`config.mk`:
```
export PLATFORM = sky130hd
export DESIGN_NAME = mfp_adc_max10_seq
export DESIGN_NICKNAME = d
export VERILOG_FILES = /design/src/rtl/mfp_adc_max10_seq.sv
export SDC_FILE = /design/constraint.sdc
export NUM_CORES = 1
export LEC_CHECK = 0
export CAP_MARGIN = 5
export CORE_MARGIN = 4
export CORE_UTILIZATION = 35
export CTS_CLUSTER_DIAMETER = 60
export DETAILED_ROUTE_END_ITERATION = 7
export GPL_TIMING_DRIVEN = 0
export SLEW_MARGIN = 25
export SYNTH_ARGS = -nofsm -noshare
export SYNTH_HDL_FRONTEND = slang
export SYNTH_SLANG_ARGS = --single-unit
export TNS_END_PERCENT = 30
```
`constraint.sdc`:
```
create_clock -name CLK -period 4.2 [get_ports CLK]
set_input_delay 0.84 -clock CLK [delete_from_list [all_inputs] [get_ports CLK]]
set_output_delay 0.84 -clock CLK [all_outputs]
set_load 0.02 [all_outputs]
```
`src/rtl/mfp_adc_max10_seq.sv`:
```
// MAX10 ADC sequencer: scans masked cells as one Avalon-ST command packet per scan,
// averages 2^N scans per cell and commits the results atomically.
module mfp_adc_max10_seq #(
  parameter int unsigned CELL_COUNT   = 8,
  parameter int unsigned DATA_WIDTH   = 12,
  parameter int unsigned AVG_LOG2_MAX = 4,
  parameter int unsigned ADDR_WIDTH   = 5,
  parameter logic [79:0] CHANNEL_MAP  = {16{5'd0}}
) (
  input  logic                  CLK,
  input  logic                  RESETn,
  input  logic [ADDR_WIDTH-1:0] read_addr,
  output logic [31:0]           read_data,
  input  logic [ADDR_WIDTH-1:0] write_addr,
  input  logic [31:0]           write_data,
  input  logic                  write_enable,
  output logic                  ADC_C_Valid,
  output logic                  ADC_C_SOP,
  output logic                  ADC_C_EOP,
  output logic [4:0]            ADC_C_Channel,
  input  logic                  ADC_C_Ready,
  input  logic                  ADC_R_Valid,
  input  logic                  ADC_R_SOP,
  input  logic                  ADC_R_EOP,
  input  logic [4:0]            ADC_R_Channel,
  input  logic [DATA_WIDTH-1:0] ADC_R_Data,
  input  logic                  ADC_Trigger,
  output logic                  ADC_Interrupt
);
  localparam int unsigned AW = DATA_WIDTH + AVG_LOG2_MAX;
  localparam int unsigned SW = AVG_LOG2_MAX + 1;

  typedef enum logic [2:0] {IDLE, FIRST, NEXT, LAST, SINGLE, WAIT, COMMIT} state_t;
  state_t state;

  logic                  en, sc, te, fr, ie, irq_flag, ov;
  logic                  en_d, sc_d, te_d, fr_d, ie_d, irq_d, ov_d;
  logic [CELL_COUNT-1:0] mask, smask, launch_mask;
  logic [2:0]            avg_n, sn;
  logic [SW-1:0]         scan, scan_max;
  logic [3:0]            cur, first_idx, next_idx;
  logic                  trig_prev, trig_edge, busy, wr_ctl;
  logic                  start_req, wait_done, last_scan, launch, launch_live, sc_clr;
  logic                  first_single, next_more;
  logic [AW-1:0]         acc    [CELL_COUNT];
  logic [DATA_WIDTH-1:0] result [CELL_COUNT];
  logic                  unused_bits;

  function automatic logic [4:0] chan_of(input logic [3:0] idx);
    return CHANNEL_MAP[5*int'(idx) +: 5];
  endfunction

  function automatic logic [3:0] lowest_from(input logic [CELL_COUNT-1:0] m, input int unsigned from);
    lowest_from = '0;
    for (int unsigned i = CELL_COUNT; i > 0; i--)
      if (i - 1 >= from && m[i-1]) lowest_from = 4'(i - 1);
  endfunction

  function automatic logic any_from(input logic [CELL_COUNT-1:0] m, input int unsigned from);
    any_from = 1'b0;
    for (int unsigned i = 0; i < CELL_COUNT; i++)
      if (i >= from && m[i]) any_from = 1'b1;
  endfunction

  assign unused_bits   = ^{ADC_R_SOP, write_data[31:8]};
  assign ADC_Interrupt = irq_flag;
  assign busy          = (state != IDLE);
  assign wr_ctl        = write_enable && (write_addr == ADDR_WIDTH'(0));
  assign trig_edge     = ADC_Trigger & ~trig_prev;
  assign start_req     = (state == IDLE) && en && (sc || (te && trig_edge));
  assign wait_done     = (state == WAIT) && ADC_R_Valid && ADC_R_EOP;
  assign scan_max      = SW'((32'd1 << sn) - 32'd1);
  assign last_scan     = (scan == scan_max);

  // A launch either re-latches the live config (new run) or rescans with the shadow copy.
  assign launch_live  = (start_req || ((state == COMMIT) && fr && en)) && (mask != '0);
  assign launch       = launch_live || (wait_done && en && !last_scan);
  assign launch_mask  = launch_live ? mask : smask;
  assign first_idx    = lowest_from(launch_mask, 0);
  assign first_single = !any_from(launch_mask, 32'(first_idx) + 32'd1);
  assign next_idx     = lowest_from(smask, 32'(cur) + 32'd1);
  assign next_more    = any_from(smask, 32'(next_idx) + 32'd1);
  assign sc_clr       = (start_req && (mask == '0)) || ((state == COMMIT) && !fr) || (wait_done && !en);

  always_comb begin
    en_d = en;
    sc_d = sc;
    te_d = te;
    fr_d = fr;
    ie_d = ie;
    if (wr_ctl) begin
      en_d = write_data[0];
      if (!(busy && write_data[1])) sc_d = write_data[1];
      te_d = write_data[2];
      fr_d = write_data[3];
      ie_d = write_data[4];
    end
    if (sc_clr) sc_d = 1'b0;
    // Hardware set beats a same-cycle write-1-clear; IF is forced low while disabled.
    irq_d = ((state == COMMIT) && ie) || (irq_flag && !(wr_ctl && write_data[5]));
    if (!en_d) irq_d = 1'b0;
    ov_d = (busy && ((wr_ctl && write_data[1]) || (en && te && trig_edge)))
        || (ov && !(wr_ctl && write_data[6]));
  end

  always_ff @(posedge CLK or negedge RESETn) begin
    if (!RESETn) begin
      en <= 1'b0; sc <= 1'b0; te <= 1'b0; fr <= 1'b0; ie <= 1'b0;
      irq_flag <= 1'b0; ov <= 1'b0; trig_prev <= 1'b0;
      mask <= '0; avg_n <= '0;
    end else begin
      en <= en_d; sc <= sc_d; te <= te_d; fr <= fr_d; ie <= ie_d;
      irq_flag <= irq_d; ov <= ov_d; trig_prev <= ADC_Trigger;
      if (write_enable && write_addr == ADDR_WIDTH'(1)) mask <= write_data[CELL_COUNT-1:0];
      if (write_enable && write_addr == ADDR_WIDTH'(2))
        avg_n <= (write_data[2:0] > 3'(AVG_LOG2_MAX)) ? 3'(AVG_LOG2_MAX) : write_data[2:0];
    end
  end

  always_ff @(posedge CLK or negedge RESETn) begin
    if (!RESETn) begin
      state <= IDLE; smask <= '0; sn <= '0; scan <= '0; cur <= '0;
      ADC_C_Valid <= 1'b0; ADC_C_SOP <= 1'b0; ADC_C_EOP <= 1'b0; ADC_C_Channel <= '0;
    end else if (launch) begin
      state         <= first_single ? SINGLE : FIRST;
      cur           <= first_idx;
      ADC_C_Valid   <= 1'b1;
      ADC_C_SOP     <= 1'b1;
      ADC_C_EOP     <= first_single;
      ADC_C_Channel <= chan_of(first_idx);
      if (launch_live) begin
        smask <= mask;
        sn    <= avg_n;
        scan  <= '0;
      end else begin
        scan <= scan + SW'(1);
      end
    end else begin
      case (state)
        FIRST, NEXT: if (ADC_C_Ready) begin
          cur           <= next_idx;
          state         <= next_more ? NEXT : LAST;
          ADC_C_SOP     <= 1'b0;
          ADC_C_EOP     <= !next_more;
          ADC_C_Channel <= chan_of(next_idx);
        end
        LAST, SINGLE: if (ADC_C_Ready) begin
          state         <= WAIT;
          ADC_C_Valid   <= 1'b0;
          ADC_C_SOP     <= 1'b0;
          ADC_C_EOP     <= 1'b0;
          ADC_C_Channel <= '0;
        end
        // Only the final scan (or a disabled block) reaches here without relaunching.
        WAIT:    if (wait_done) state <= en ? COMMIT : IDLE;
        COMMIT:  state <= IDLE;
        default: ;
      endcase
    end
  end

  always_ff @(posedge CLK or negedge RESETn) begin
    if (!RESETn) begin
      for (int unsigned i = 0; i < CELL_COUNT; i++) begin
        acc[i]    <= '0;
        result[i] <= '0;
      end
    end else begin
      for (int unsigned i = 0; i < CELL_COUNT; i++) begin
        if (busy && ADC_R_Valid && smask[i] && ADC_R_Channel == chan_of(4'(i)))
          acc[i] <= (scan == '0) ? AW'(ADC_R_Data) : acc[i] + AW'(ADC_R_Data);
        if (state == COMMIT && smask[i])
          result[i] <= DATA_WIDTH'(acc[i] >> sn);
      end
    end
  end

  always_comb begin
    read_data = '0;
    if (read_addr == ADDR_WIDTH'(0))
      read_data = {24'd0, busy, ov, irq_flag, ie, fr, te, sc, en};
    else if (read_addr == ADDR_WIDTH'(1))
      read_data = 32'(mask);
    else if (read_addr == ADDR_WIDTH'(2))
      read_data = {29'd0, avg_n};
    for (int unsigned i = 0; i < CELL_COUNT; i++)
      if (read_addr == ADDR_WIDTH'(16 + i)) read_data = 32'(result[i]);
  end

endmodule

```
==> impl_metrics.toml <==
[cts]
hold_buffers = 0
path_clk_slew_ns = 0.06
cts.sinks = 268
htree_levels = 2
cts_tree = "yes"
numCtsBuffers = 40
ctsRootBufferMaster = "clkbuf_16"
worstSkewPairLatency_ns = 0.58
cts_buffer_depth = 3

[setup_path]
cp_slowest_cell = "nor4b_1"
worstPathArrival_ns = 4.67
rr_startpoint = "sn[0]$_DFFE_PN0P_"
critPathMaxStageDelay_ns = 0.49
end_kind = "flop"
cp_max_fo = 19
startpoint_type = "flop"
required_ns = 4.65
worstRegToRegCells = 14
cp_num_cells = 14
path_cells = "buf_2 -> buf_2 -> buf_2 -> nand2_1 -> ha_1 -> xnor2_1 -> nor4b_1 -> nor4_4 -> a21oi_4 -> or2_1 -> buf_6 -> o21ai_4 -> a2111oi_2 -> nor2_1"
r2r_slack_ns = -0.01
crit_type = "reg2reg"
cp_num_buf_inv = 4
cpLargestDelayFamily = "buffers and inverters"
r2r-end = "state[0]$_DFFE_PN0P_"
crit_top_cell = "buf_2"
cp-endpoint = "state[0]$_DFFE_PN0P_"
startpoint = "sn[0]$_DFFE_PN0P_"

[routing]
ant_nets = 0
drtPass1Iterations = 5
wirelength_microns = 80400
viasPerCell = 5.83
num_vias = 19500
drc = 0
wl_per_cell_microns = 24.0
drt_iter0_drc = 1725

[pwr]
leakage_nw = 10.4
peakVddDrop_mv = 0.285
combPwrFrac_pct = 39.1
p_int_mw = 6.34
powerDensity_nw_per_um2 = 453
sw_frac_of_total_pct = 41.1
power.clock.fraction_pct = 33.5
finalPower_mw = 10.8
seqPwrFrac_pct = 27.4
p_sw_mw = 4.41

[synth]
avgSynthCellArea_sq_um = 8.45
synth_flop_cell = "dfrtp_1"
synth.distinct_cells = 93
yosys_warnings = 0
async_flop_share_pct = 100
synthTopCellsByArea = "dfrtp_1 33%, nand2_1 7.4%, ha_1 6.4%"
synth-edff-count = 0
yosysSeqAreaShare_pct = 32.7
synth-seq-cells = 268
syn_inst = 2426
yosysTopAreaCell = "dfrtp_1"
syn-cell-area_sq_um = 20500
synth_top_area_share_pct = 32.7

[min_path]
hold_path.class = "in2async"

[final_layout]
drive_above_1_share_pct = 10.2
final_common_cell = "nand2_1"
area_delta_synth_final_pct = 15.8
layout_common_cells = "404 x nand2_1, 268 x dfrtp_1, 248 x o21ai_0"
diodes = 0
nNetsFinal = 2731

[global_route]
grt_use_met2_pct = 38.6
antenna_found_initial = 0
grt_max_degree = 90
grt_usage_pct = 24.9
grt_util_met1_pct = 35.0
grt_pass1_wl_microns = 120000
use_met3_pct = 4.12
grt_pass1_vias = 18800
gr-total-overflow = 0
grt-busiest-layer = "met2"

[sta]
maxSlewViolCount = 0
tns_ns = -0.0146
finalSetupViolations = 1
finalCritPeriodShare_pct = 100
clock_skew_ns = 0.0280
rsz0062_at_grt = "yes"
tightestPinTransition_ns = 1.05
setup_ws_ns = -0.0146
min_period_ns = 4.21
maxSlewHeadroom_pct = 29.6
max_freq_ghz = 0.237
hold_viol_final = 0

[die]
die_x_microns = 250
core_sq_um = 57800
rows = 88
boundaryPins = 108
chipHeight_microns = 250
dieArea_sq_um = 62500
start_util_pct = 35.5

[outcome]
violations = "negative setup slack"
status = "complete, but fails checks"

[job]
cap_violations = 0

[placement]
io_buffers = 56
hpwl_microns = 63000
gp_congestion = 0.954
-- worst min path at each step --
stage / from / endpoint / slack, ns / cells past startpoint
2_1_floorplan: result[19]$_DFFE_PN0P_ / result[19]$_DFFE_PN0P_ / 0.44 / 2
3_3_place_gp: result[19]$_DFFE_PN0P_ / result[19]$_DFFE_PN0P_ / 0.46 / 2
3_5_place_dp: result[19]$_DFFE_PN0P_ / result[19]$_DFFE_PN0P_ / 0.46 / 2
4_1_cts: RESETn / mask[1]$_DFFE_PN0P_ / 0.09 / 1
5_1_grt: RESETn / mask[2]$_DFFE_PN0P_ / 0.11 / 1
6_report: RESETn / sc$_DFFE_PN0P_ / 0.11 / 1
-- power by group through the flow --
| stage | registers, mW | clock network [mW] | logic, mW |
|---|---|---|---|
| floorplan | 2.92 | 0 | 2.66 |
| global placement | 2.99 | 0 | 4.06 |
| detailed placement | 2.99 | 0 | 4.12 |
| CTS | 2.94 | 3.65 | 4.14 |
| global route | 2.97 | 3.77 | 4.49 |
| finish | 2.95 | 3.60 | 4.20 |
-- flip-flops by register name (all words and copies together), names as in the netlist, 3 cells and up --
name,cells
result,96
mask,8
acc,128
sn,3
cur,3
state,3
avg_n,3
scan,5
smask,8
-- kinds of logic after synthesis --
logic type / count (synthesis) / synth area share (%)
multiplexers: 166 / 9.69
AO/OA/AOI/OAI: 794 / 24.2
XOR/XNOR: 83 / 3.55
flip-flops: 268 / 32.7
AND/OR/NAND/NOR: 767 / 17.5
buffers and inverters: 233 / 5.02
other: 1 / 0.0183
adder cells (fa/ha/maj): 114 / 7.24
-- cell usage after synthesis, types with 17 or more instances --
| cell type | instances |
|---|---|
| xor2_1 | 33 |
| xnor2_1 | 50 |
| nor2b_1 | 43 |
| nand3_1 | 28 |
| and2_1 | 48 |
| buf_2 | 22 |
| o21ai_0 | 248 |
| ha_1 | 105 |
| a21oi_1 | 217 |
| a22oi_1 | 27 |
| nand2_1 | 404 |
| mux2_2 | 35 |
| a21o_1 | 49 |
| o211ai_1 | 20 |
| buf_4 | 28 |
| a31oi_1 | 19 |
| nor2_1 | 116 |
| a211oi_1 | 50 |
| mux2i_1 | 108 |
| mux4_2 | 22 |
| buf_1 | 25 |
| clkbuf_1 | 100 |
| o31a_1 | 30 |
| and3_1 | 17 |
| dfrtp_1 | 268 |
| nor3_1 | 27 |
| inv_1 | 55 |
-- stage by stage --
step	instances	hold slack [ns]	utilization (%)	setup slack [ns]	cell area (sq um)
2_1_floorplan	2450	0.442	-	0.461	20600
3_3_place_gp	3271	0.456	38.2	-9.68	22100
3_5_place_dp	3274	0.463	38.4	-0.878	22200
4_1_cts	3345	0.0870	41.0	-0.154	23700
5_1_grt	3347	0.108	41.1	-0.221	23700
6_report	3347	0.108	41.1	-0.0146	23700
-- cell type report --
type / count / area, sq um
plain buffers: 174 / 832
clock inverters: 27 / 344
fillers: 5797 / 34100
inverters: 55 / 210
flip-flops and latches: 268 / 6710
clock buffers: 46 / 1060
multi-input cells: 1949 / 13000
repair buffers: 63 / 672
well taps: 765 / 957
-- timing repair --
item	4_1_cts	5_1_grt
setup endpoints to repair	32	35
gates resized for setup	34	14
pin swaps	2	1
buffers inserted	1	3
hold endpoints to repair	0	0
-- metal layers --
metal,routed length [microns],part of all wire (%)
met1,35900,45
met2,35600,44
met3,5670,7.1
met4,3290,4.1
met5,0,0
No activity file was read; power rests on OpenSTA's default activity.
